--- src/rtl/versat_databus_arbiter.sv ---
// versat_databus_arbiter
// Shares one external-memory databus master port among NUM_REQ Versat unit
// databus ports. Round-robin arbitration at burst granularity; the winner is
// locked until its final beat and its request is forwarded combinationally.
//
// Ports:
//   clk, rst          clock, asynchronous active-low reset
//   s_valid/s_addr/s_wdata/s_wstrb/s_len   per-requester requests (slice i = requester i)
//   s_ready/s_last    per-requester beat accept / last beat (granted requester only)
//   s_rdata           read data, broadcast to all requesters
//   m_valid/m_addr/m_wdata/m_wstrb/m_len   master request to the AXI bridge
//   m_ready/m_rdata/m_last                 master beat accept, read data, last beat
//   grant             one-hot current owner (0 when idle)
//   busy              high while a burst is locked
//
// Build option: define VERSAT_DATABUS_ARB_FIXED_PRIO_EN to replace round-robin
// with fixed priority (lowest index wins).
module versat_databus_arbiter #(
    parameter int unsigned NUM_REQ    = 4,
    parameter int unsigned DATA_W     = 32,
    parameter int unsigned AXI_ADDR_W = 64
) (
    input  logic                           clk,
    input  logic                           rst,
    input  logic [NUM_REQ-1:0]             s_valid,
    input  logic [NUM_REQ*AXI_ADDR_W-1:0]  s_addr,
    input  logic [NUM_REQ*DATA_W-1:0]      s_wdata,
    input  logic [NUM_REQ*(DATA_W/8)-1:0]  s_wstrb,
    input  logic [NUM_REQ*8-1:0]           s_len,
    output logic [NUM_REQ-1:0]             s_ready,
    output logic [DATA_W-1:0]              s_rdata,
    output logic [NUM_REQ-1:0]             s_last,
    output logic                           m_valid,
    output logic [AXI_ADDR_W-1:0]          m_addr,
    output logic [DATA_W-1:0]              m_wdata,
    output logic [DATA_W/8-1:0]            m_wstrb,
    output logic [7:0]                     m_len,
    input  logic                           m_ready,
    input  logic [DATA_W-1:0]              m_rdata,
    input  logic                           m_last,
    output logic [NUM_REQ-1:0]             grant,
    output logic                           busy
);

    localparam int unsigned IDX_W  = (NUM_REQ > 1) ? $clog2(NUM_REQ) : 1;
    localparam int unsigned STRB_W = DATA_W / 8;
    localparam int unsigned LEN_W  = 8;

    typedef enum logic {IDLE, LOCK} state_t;

    state_t             state;
    logic [IDX_W-1:0]   owner;
    logic               win_found;
    logic [IDX_W-1:0]   win_idx;
`ifndef VERSAT_DATABUS_ARB_FIXED_PRIO_EN
    logic [IDX_W-1:0]   last_owner;
    int unsigned        cand;
`endif

    // Per-requester views of the flattened request buses
    logic [AXI_ADDR_W-1:0] addr_a  [NUM_REQ];
    logic [DATA_W-1:0]     wdata_a [NUM_REQ];
    logic [STRB_W-1:0]     wstrb_a [NUM_REQ];
    logic [LEN_W-1:0]      len_a   [NUM_REQ];

    for (genvar i = 0; i < NUM_REQ; i++) begin : g_split
        assign addr_a[i]  = s_addr[i*AXI_ADDR_W +: AXI_ADDR_W];
        assign wdata_a[i] = s_wdata[i*DATA_W +: DATA_W];
        assign wstrb_a[i] = s_wstrb[i*STRB_W +: STRB_W];
        assign len_a[i]   = s_len[i*LEN_W +: LEN_W];
    end

    // Winner selection for the next burst
    always_comb begin
        win_found = 1'b0;
        win_idx   = '0;
`ifdef VERSAT_DATABUS_ARB_FIXED_PRIO_EN
        for (int unsigned k = 0; k < NUM_REQ; k++) begin
            if (!win_found && s_valid[IDX_W'(k)]) begin
                win_found = 1'b1;
                win_idx   = IDX_W'(k);
            end
        end
`else
        cand = 0;
        // Scan upward starting just after the previous owner
        for (int unsigned k = 1; k <= NUM_REQ; k++) begin
            cand = (32'(last_owner) + k) % NUM_REQ;
            if (!win_found && s_valid[IDX_W'(cand)]) begin
                win_found = 1'b1;
                win_idx   = IDX_W'(cand);
            end
        end
`endif
    end

    // Arbitration FSM: grant on entry to LOCK, release on the last handshake
    always_ff @(posedge clk or negedge rst) begin
        if (!rst) begin
            state      <= IDLE;
            owner      <= '0;
            grant      <= '0;
`ifndef VERSAT_DATABUS_ARB_FIXED_PRIO_EN
            last_owner <= IDX_W'(NUM_REQ - 1);
`endif
        end else if (state == IDLE) begin
            if (win_found) begin
                state <= LOCK;
                owner <= win_idx;
                grant <= NUM_REQ'(1) << win_idx;
            end
        end else begin
            if (m_valid && m_ready && m_last) begin
                state      <= IDLE;
                grant      <= '0;
`ifndef VERSAT_DATABUS_ARB_FIXED_PRIO_EN
                last_owner <= owner;
`endif
            end
        end
    end

    // Combinational forwarding of the locked requester; all zero when idle
    always_comb begin
        m_valid = 1'b0;
        m_addr  = '0;
        m_wdata = '0;
        m_wstrb = '0;
        m_len   = '0;
        s_ready = '0;
        s_last  = '0;
        if (state == LOCK) begin
            m_valid = s_valid[owner];
            m_addr  = addr_a[owner];
            m_wdata = wdata_a[owner];
            m_wstrb = wstrb_a[owner];
            m_len   = len_a[owner];
            s_ready = grant & {NUM_REQ{m_ready}};
            s_last  = grant & {NUM_REQ{m_last}};
        end
    end

    assign s_rdata = m_rdata;
    assign busy    = (state == LOCK);

endmodule

--- config.mk ---
export PLATFORM = sky130hd
export DESIGN_NAME = versat_databus_arbiter
export DESIGN_NICKNAME = d
export VERILOG_FILES = /design/src/rtl/versat_databus_arbiter.sv
export SDC_FILE = /design/constraint.sdc
export NUM_CORES = 1
export LEC_CHECK = 0
export ABC_AREA = 0
export CORE_AREA = 2 2 244 246
export DETAILED_ROUTE_END_ITERATION = 6
export DIE_AREA = 0 0 246 248
export PLACE_DENSITY = 0.36
export REMOVE_ABC_BUFFERS = 1
export SLEW_MARGIN = 20
export SYNTH_ARGS = -nofsm -noshare
export SYNTH_HDL_FRONTEND = slang
export SYNTH_SLANG_ARGS = --single-unit
--- constraint.sdc ---
create_clock -name clk -period 2.8 [get_ports clk]
set_input_delay 0.42 -clock clk [delete_from_list [all_inputs] [get_ports clk]]
set_output_delay 0.42 -clock clk [all_outputs]
set_load 0.03 [all_outputs]
### Word level (Yosys, flattened, before mapping)

Index checks and enable logic that the tools add are counted.

* input port bits: 472
* word-level logic and storage cells: 75
* register bits after elaboration: 9

* multiplexer cells: 43
* shift-type cells: 1
* equality and inequality tests: 1
* reductions and logical operators: 12
* bitwise gates (word level): 4
* $lt $le $gt $ge: 6
* add/sub/neg operators: 4

Operator list (count)
* 64-bit 2-to-1 mux: 3
* 64-bit binary-select mux with 2-bit select: 1
* 32-bit 2-to-1 mux: 3
* 32-bit binary-select mux with 2-bit select: 1
* 4-bit 2-to-1 mux: 8
* 8-bit 2-to-1 mux: 3
* 8-bit binary-select mux with 2-bit select: 1
* 2-bit by 3-bit less-than comparator with 1-bit output, second input constant: 5
* 1-bit 2-to-1 mux: 13
* 1-bit binary-select mux with 2-bit select: 5
* 4-bit AND: 2
* 4-bit binary-select mux with 2-bit select: 1
* 2-bit 2-to-1 mux: 4
* 2-bit AND reduction: 3
* 1-bit logical AND: 5
* 2-bit by 1-bit adder with 2-bit output, second input constant: 2
* 2-bit adder, second input constant: 2
* 1-bit by 2-bit << shifter with 4-bit output, first input constant: 1
* 3-bit >= comparator, second input constant: 1
* 1-bit zero test: 3
* 2-bit inverter with 3-bit output: 1
* 2-bit by 1-bit inequality test with 1-bit output, second input constant: 1
* 2-bit nonzero test: 1
* 1-bit inverter: 1

### Logic depth before layout (Yosys ltp)

Gate-level depths: netlist of run 1.

* word-level depth: 16
* mapped depth: 5
* mapped depth without buffers: 4

### Worst setup path after synthesis of run 1

OpenSTA, ideal clock, no wires.

* path kind: register to output
* start point: reg state (netlist: busy)
* end point: out m_valid
* required time: 2.380 ns
* stages on the path, launching flop included: 4
* arrival time: 1.596 ns
* path buffers: 1
* slack: 0.784 ns
* path through: dfrtp_1 clkbuf_1 inv_1 a211oi_1

* word-level cells in the longest chain between the ends: 1

RTL lines
* start, declared: line 51 `state_t state;`
* start signal, assigned: line 100 `state <= IDLE;`
* start signal, assigned: line 108 `state <= LOCK;`
* start signal, assigned: line 114 `state <= IDLE;`
* 1-bit 2-to-1 mux: line 132 `if (state == LOCK) begin`
* end, declared: line 33 `output logic m_valid,`

Every way passes these cells.

### Worst setup path in the final report of run 1

* start point: reg owner[0]
* end point: out m_addr[18]

* word-level cells in the longest chain between the ends: 5

RTL lines
* start, declared: line 52 `logic [IDX_W-1:0] owner;`
* start signal, assigned: line 109 `owner <= win_idx;`
* 2-bit inverter with 3-bit output (not written as such): line 134 `m_addr = addr_a[owner];`
* 64-bit binary-select mux with 2-bit select: line 134
* 64-bit 2-to-1 mux (not written as such) (2 in a row): line 134
* 64-bit 2-to-1 mux: line 132
* end, declared: line 34 `output logic [AXI_ADDR_W-1:0] m_addr,`

Every way passes these cells. The select of a mux whose other input is x is not followed.

==> results of run 1 <==
cell families after synthesis:
family,count (synthesis),synth area share (%)
buffers and inverters,72,11.4
muxes,111,60.0
and+or+nand+nor,134,20.0
DFF,9,5.55
AOI/OAI and AO/OA,17,2.99
layout make-up:
class | count | area share [%]
inverters | 2 | 0.0711
repair buffers | 580 | 55.5
clock buffers | 4 | 0.746
multi-input cells | 262 | 32.3
well taps | 773 | 9.16
flip-flops and latches | 9 | 2.26
worst min path at each step:
stage / startpoint / to / slack [ns] / cells past startpoint
after floorplan: rst / busy$_DFF_PN0_ / 0.12 / 0
after global placement: last_owner[0]$_DFFE_PN1P_ / last_owner[0]$_DFFE_PN1P_ / 0.52 / 2
after detailed placement: last_owner[0]$_DFFE_PN1P_ / last_owner[0]$_DFFE_PN1P_ / 0.51 / 2
after CTS: rst / busy$_DFF_PN0_ / 0.52 / 1
after global routing: rst / grant[2]$_DFFE_PN0P_ / 0.54 / 1
final: rst / busy$_DFF_PN0_ / 0.50 / 1
worst reg2reg max path, delay by kind of cell, from the launching register on:
family                 cells  cell delay, ns
AND/OR/NAND/NOR            1            0.12
flip-flops                 1            0.43
multiplexers               2            0.72
AO/OA/AOI/OAI              1            0.19
buffers and inverters      1            0.25
stage by stage:
stage	setup slack, ns	hold WS [ns]	util (%)	instances	total power [mW]
2_1_floorplan	-2.91	0.124	-	273	4.82
3_3_place_gp	0.0928	0.523	17.9	1626	8.85
3_5_place_dp	0.0937	0.514	17.9	1626	8.79
4_1_cts	0.00246	0.520	18.0	1630	8.80
5_1_grt	0.00618	0.537	18.1	1630	9.08
6_report	0.0816	0.500	18.1	1630	8.57
power breakdown:
group	leakage [nW]	switching [mW]	total [mW]	internal (mW)
Sequential	0.106	0.0677	0.269	0.201
Combinational	3.73	4.09	8.05	3.96
Clock	0.0382	0.0644	0.255	0.190
Total	3.87	4.22	8.57	4.35
placed cells by master, fill, tap and decap left out:
cell and n:
dfstp_2 2, nand2_1 3, a21oi_1 3, inv_1 2
nand3_1 1, a21boi_0 1, a211oi_1 2, and2_1 108
buf_4 27, buf_12 13, dfrtp_4 3, mux2i_1 2
nor3_1 2, nor2_1 5, nand2b_1 4, nor3b_1 1
a32o_1 1, o2bb2ai_1 2, a22o_1 1, dlygate4sd2_1 44
a211oi_2 1, and3_1 8, clkbuf_16 3, dfrtp_1 4
nor2b_1 1, o21ai_0 4, o21a_1 1, clkdlybuf4s50_1 476
dlymetal6s2s_1 20, mux4_2 108, clkbuf_1 1, mux2_2 1
nor4_2 1, a221oi_1 1
sequential cells by signal, indices dropped and copies added (netlist names):
register and flops:
busy 1, last_owner 2, grant 4, owner 2
layer usage:
| metal | global-route usage [%] | vias up |
|---|---|---|
| met5 | 0 | - |
| met4 | 0.606 | 0 |
| met3 | 4.37 | 9 |
| met2 | 16.4 | 350 |
| met1 | 10.7 | 2576 |
| li1 | - | 2356 |
synth_stat cells (3+ instances only):
cell      instances  area share, %
a21oi_1           3           0.37
and2_1          108             16
and3_1            8            1.2
buf_2            16            2.0
buf_4            33            6.0
buf_6             7            1.9
clkbuf_1         13            1.2
dfrtp_1           7            4.3
mux4_2          108             59
nand2_1           3           0.27
nand2b_1          4           0.61
nor2_1            5           0.46
o21ai_0           4           0.49
==> impl_metrics.csv, run 1 <==
group,metric,value,unit
status,status,"finished, final reports clean",
job,timing.max_cap.violations,0,
power,p_leak,3.87,nW
sta,layout_min_cycle_time,2.72,ns
routing,routed_wire_length_per_instance,19.1,um
clocking,clk-insertion-delay-late,0.24,ns
critical_path,ordered_cell_list_for_the_critical_path,"buf_12 > buf_4 > mux4_2 > and2_1 > clkdlybuf4s50_1",
clocking,cts_tree,"built",
routing,number_of_detailed_routing_iterations_run_before_antenna_repair,4,
critical_path,crit_cells,5,
synth,synth_seq_area_share,5.55,%
global_route,gr-usage-all-layers,9.34,%
critical_path,critical_path_required,2.38,ns
clocking,cts-hold-fix-buffers,0,
routing,antenna_left,0,
place,dpl-instance-area,10500,um2
synth,ys_dominant_reg_cell,"dfrtp_1",
finish,final-seq-area,239,um2
sta,worst_pin_slew,0.757,ns
place,hpwlAfterDp,27300,um
critical_path,r2r_cells,5,
routing,dr_wl_met2,15300,um
finish,layout-area-overhead-vs-synth,157,%
critical_path,worstPathBufferInverterCount,3,
global_route,grt_start_max_net_pins,74,
clocking,cts.reportedPaths.clkPinSlew,0.04,ns
routing,routed.top_layer,"met4",
sta,finalSetupTns,0,ns
routing,detail_route.wirelength,31200,um
sta,finClkSkew,0.00173,ns
finish,nFillCells,6476,
sta,unrepaired_setup_endpoints_after_global_routing,"false",
critical_path,endpoint_of_the_worst_slack_reg_to_reg_timing_path,"last_owner[1]$_DFFE_PN1P_",
worst_hold_path,hold_class,"in -> async",
floorplanning,initial_utilization,7.02,%
power,power.ir.vdd_worst,0.337,mV
sta,final_hold_viol_count,0,
finish,layout.cell_area.non_filler,10600,um2
floorplanning,die_x,246,um
routing,post_drt_via_cell_ratio,3.25,
synth,yosysUniqueCellTypes,31,
sta,fmax,0.368,GHz
sta,maxSlewViolCount,0,
routing,first_iter_violations,98,
synth,flip_flop_and_latch_count_after_synthesis,9,
synth,mapped_cell_area,4100,um2
routing,detailroute.via_count,5291,
global_route,grt_antenna_before_repair,4,
sta,final_period_utilization,97.1,%
global_route,first_global_vias,5799,
critical_path,critical-path-slowest-cell,"clkdlybuf4s50_1",
synth,synth_edf_count,0,
critical_path,critical_path_class,"reg -> out",
critical_path,critical_path.startpoint_type,"flip-flop",
clocking,clock_path_buffers,2,
critical_path,critical-path-top-delay-family,"buffers and inverters",
floorplanning,boundaryPins,626,
global_route,grt_overflow,0,
floorplanning,std_cell_rows,89,
clocking,cts_resized,44,
clocking,postCtsSetupRepairBufs,0,
sta,timing.slew.headroom,49.5,%
critical_path,cp-endpoint,"m_addr[18]",
floorplanning,core_area,58500,um2
floorplanning,die_area,61000,um2
critical_path,worstSetupStartpoint,"owner[0]$_DFFE_PN0P_",
synth,ys_async_sr_fraction,100,%
routing,drc_errors_left,0,
place,place.gp.congestion,0.745,
critical_path,critical-path-max-stage-delay,0.60,ns
sta,final_setup_violation_count,0,
finish,multi_input_comb_area,3410,um2
place,portBuffers,561,
power,p_per_area,812,nW/um2
critical_path,reg2reg_from,"owner[1]$_DFFE_PN0P_",
finish,finish.net_count,1330,
synth,avgSynthCellArea,12.0,um2
routing,m1_wl,11800,um
floorplanning,die_h,248,um
clocking,clock-sinks,9,
finish,count_of_inserted_antenna_diode_cells,0,
synth,ys.warnings.count,0,
critical_path,crit_arrival,2.30,ns
routing,met3WireLength,3880,um
clocking,cts_buf_count,3,
clocking,clockRootBuffer,"clkbuf_16",
clocking,htreeDepth,1,
finish,post_route_cells_drive_above_1_share,18.6,%
critical_path,endpoint_kind,"primary output",
critical_path,timing.reg2reg.setup_slack,1.01,ns
synth,synthCells,343,
critical_path,max_fanout_on_critical_path,15,
global_route,global_route_wire_length_before_repair,41300,um
(Power assumes the default switching activity.)
==> run 2, diff against run 1 <==
CTS_BUF_LIST = sky130_fd_sc_hd__clkbuf_8   (was not set)
==> run 2 against run 1 <==
Compared with the run above: maximum frequency about the same; worst hold slack lost 0.012 ns; routed wire length barely moved; clock power down 41%; flip-flop and latch count is the same; non-clock buffer count unchanged; sequential share of layout area is essentially flat; global-route usage is essentially flat; first-iteration DRC count increased by 9.2%; sequential power about the same; largest power group unchanged.
==> impl_metrics.csv, run 2 (synthesis gave the netlist of run 1 again) <==
group,metric,value,unit
place,place_inst,1626,
finish,commonest_non_fill_non_tap_cell_in_the_layout,"clkdlybuf4s50_1",
worst_hold_path,hold_class,"in -> async",
critical_path,critical_path_required,2.38,ns
routing,detailroute.via_count,5304,
critical_path,critical_path.startpoint_type,"flip-flop",
global_route,first_global_vias,5803,
sta,final_period_utilization,97.0,%
sta,finClkSkew,0.00617,ns
sta,worst_hold_slack,0.488,ns
floorplanning,boundaryPins,626,
routing,antenna_left,0,
routing,routed_wire_length_per_instance,19.1,um
finish,most_flop_heavy_register,"grant",
finish,multi_input_comb_area,3410,um2
place,hpwlAfterDp,27300,um
routing,drc_errors_left,0,
sta,worst_pin_slew,0.754,ns
routing,number_of_detailed_routing_iterations_run_before_antenna_repair,4,
finish,post_route_cells_drive_above_1_share,18.6,%
routing,detail_route.wirelength,31200,um
power,sw_ratio,49.7,%
place,place.gp.congestion,0.745,
finish,layout.cells.most_common_list,"clkdlybuf4s50_1 (475), mux4_2 (108), and2_1 (108)",
floorplanning,std_cell_rows,89,
clocking,postCtsSetupRepairBufs,0,
sta,layout_setup_ws,0.0834,ns
critical_path,max_fanout_on_critical_path,15,
clocking,clockRootBuffer,"clkbuf_8",
power,switching_power,4.21,mW
sta,finalSetupTns,0,ns
global_route,grt_start_max_net_pins,74,
routing,first_iter_violations,107,
critical_path,crit_arrival,2.30,ns
finish,largest_register_ffs,4,
critical_path,worstSetupStartpoint,"owner[0]$_DFFE_PN0P_",
finish,final_cells,1630,
sta,maxSlewViolCount,0,
critical_path,endpoint_kind,"primary output",
global_route,global_route_wire_length_before_repair,41300,um
finish,nFillCells,6481,
global_route,gr-usage-all-layers,9.34,%
sta,unrepaired_setup_endpoints_after_global_routing,"false",
clocking,cts_tree,"built",
power,p_per_area,804,nW/um2
power,power.ir.vdd_worst,0.337,mV
finish,layout-area-overhead-vs-synth,157,%
power,cellInternalPower,4.25,mW
sta,fmax,0.368,GHz
power,clock_power_share,1.8,%
power,p_leak,3.86,nW
floorplanning,die_x,246,um
power,post-layout-total-power,8.46,mW
place,detailedPlace.worstSlack,0.0937,ns
finish,count_of_inserted_antenna_diode_cells,0,
status,status,"finished, final reports clean",
clocking,cts.reportedPaths.clkPinSlew,0.05,ns
place,dpl-instance-area,10500,um2
clocking,cts_buf_count,3,
finish,reg_top3,"grant (4), last_owner (2), owner (2)",
clocking,clock_path_buffers,2,
sta,final_setup_violation_count,0,
finish,final-seq-area,239,um2
clocking,clock-sinks,9,
job,timing.max_cap.violations,0,
global_route,grt_antenna_before_repair,4,
sta,timing.slew.headroom,49.7,%
finish,utilization,18.0,%
finish,finish.net_count,1330,
sta,layout_min_cycle_time,2.72,ns
power,power.sequential.fraction,3.2,%
critical_path,critical_path_class,"reg -> out",
routing,post_drt_via_cell_ratio,3.25,
power,power_frac_comb,95.1,%
floorplanning,core_area,58500,um2
place,portBuffers,561,
clocking,clk-insertion-delay-late,0.24,ns
floorplanning,die_h,248,um
sta,final_hold_viol_count,0,
finish,layout.cell_area.non_filler,10500,um2
floorplanning,die_area,61000,um2
global_route,grt_overflow,0,
critical_path,reg2reg_from,"owner[1]$_DFFE_PN0P_",
clocking,htreeDepth,1,
floorplanning,initial_utilization,7.02,%
run 2: changes by cell type in the layout (fill, tap and decap cells not counted), sizes merged:
cell	delta
inv	+1
dlygate4sd2	+1
clkbuf	-1
clkdlybuf4s50	-1
run 2: cell type report:
class | instances | area share, %
clock inverters | 1 | 0.0357
multi-input cells | 262 | 32.4
flip-flops and latches | 9 | 2.27
well taps | 773 | 9.19
clock buffers | 3 | 0.392
inverters | 2 | 0.0713
repair buffers | 580 | 55.7
run 2: worst paths after layout:
check / slack, ns / end / cells past startpoint
min in group clk: 0.52 / last_owner[0]$_DFFE_PN1P_ / 2
setup reg to reg: 1.02 / last_owner[1]$_DFFE_PN1P_ / 5
hold reg to reg: 0.52 / last_owner[0]$_DFFE_PN1P_ / 2
setup / recovery: 0.08 / m_wdata[16] / 5
max in group asynchronous: 1.97 / owner[1]$_DFFE_PN0P_ / 1
hold / removal: 0.49 / busy$_DFF_PN0_ / 1
run 2: power by group through the flow:
stage | sequential (mW) | combinational [mW] | clock [mW]
2_1_floorplan | 0.752 | 4.07 | 0
3_3_place_gp | 0.273 | 8.58 | 0
3_5_place_dp | 0.274 | 8.52 | 0
4_1_cts | 0.273 | 8.26 | 0.154
5_1_grt | 0.280 | 8.53 | 0.164
6_report | 0.268 | 8.04 | 0.150
run 2: worst max-delay path, cell delays in order, from the launching register on:
cell	delay [ns]
dfrtp_4	0.44
buf_12	0.18
buf_4	0.18
mux4_2	0.48
and2_1	0.17
clkdlybuf4s50_1	0.59
run 2: layer usage:
layer / wire length (um) / global-route usage [%]
met1: 11900 / 10.7
met2: 15300 / 16.4
met3: 3770 / 4.37
met4: 151 / 0.553
met5: 0 / 0
run 2: what timing repair did:
action,in CTS,in global routing
resized for setup,45,20
endpoints found under the setup margin,45,20
hold buffers,0,0
pin swaps,0,0
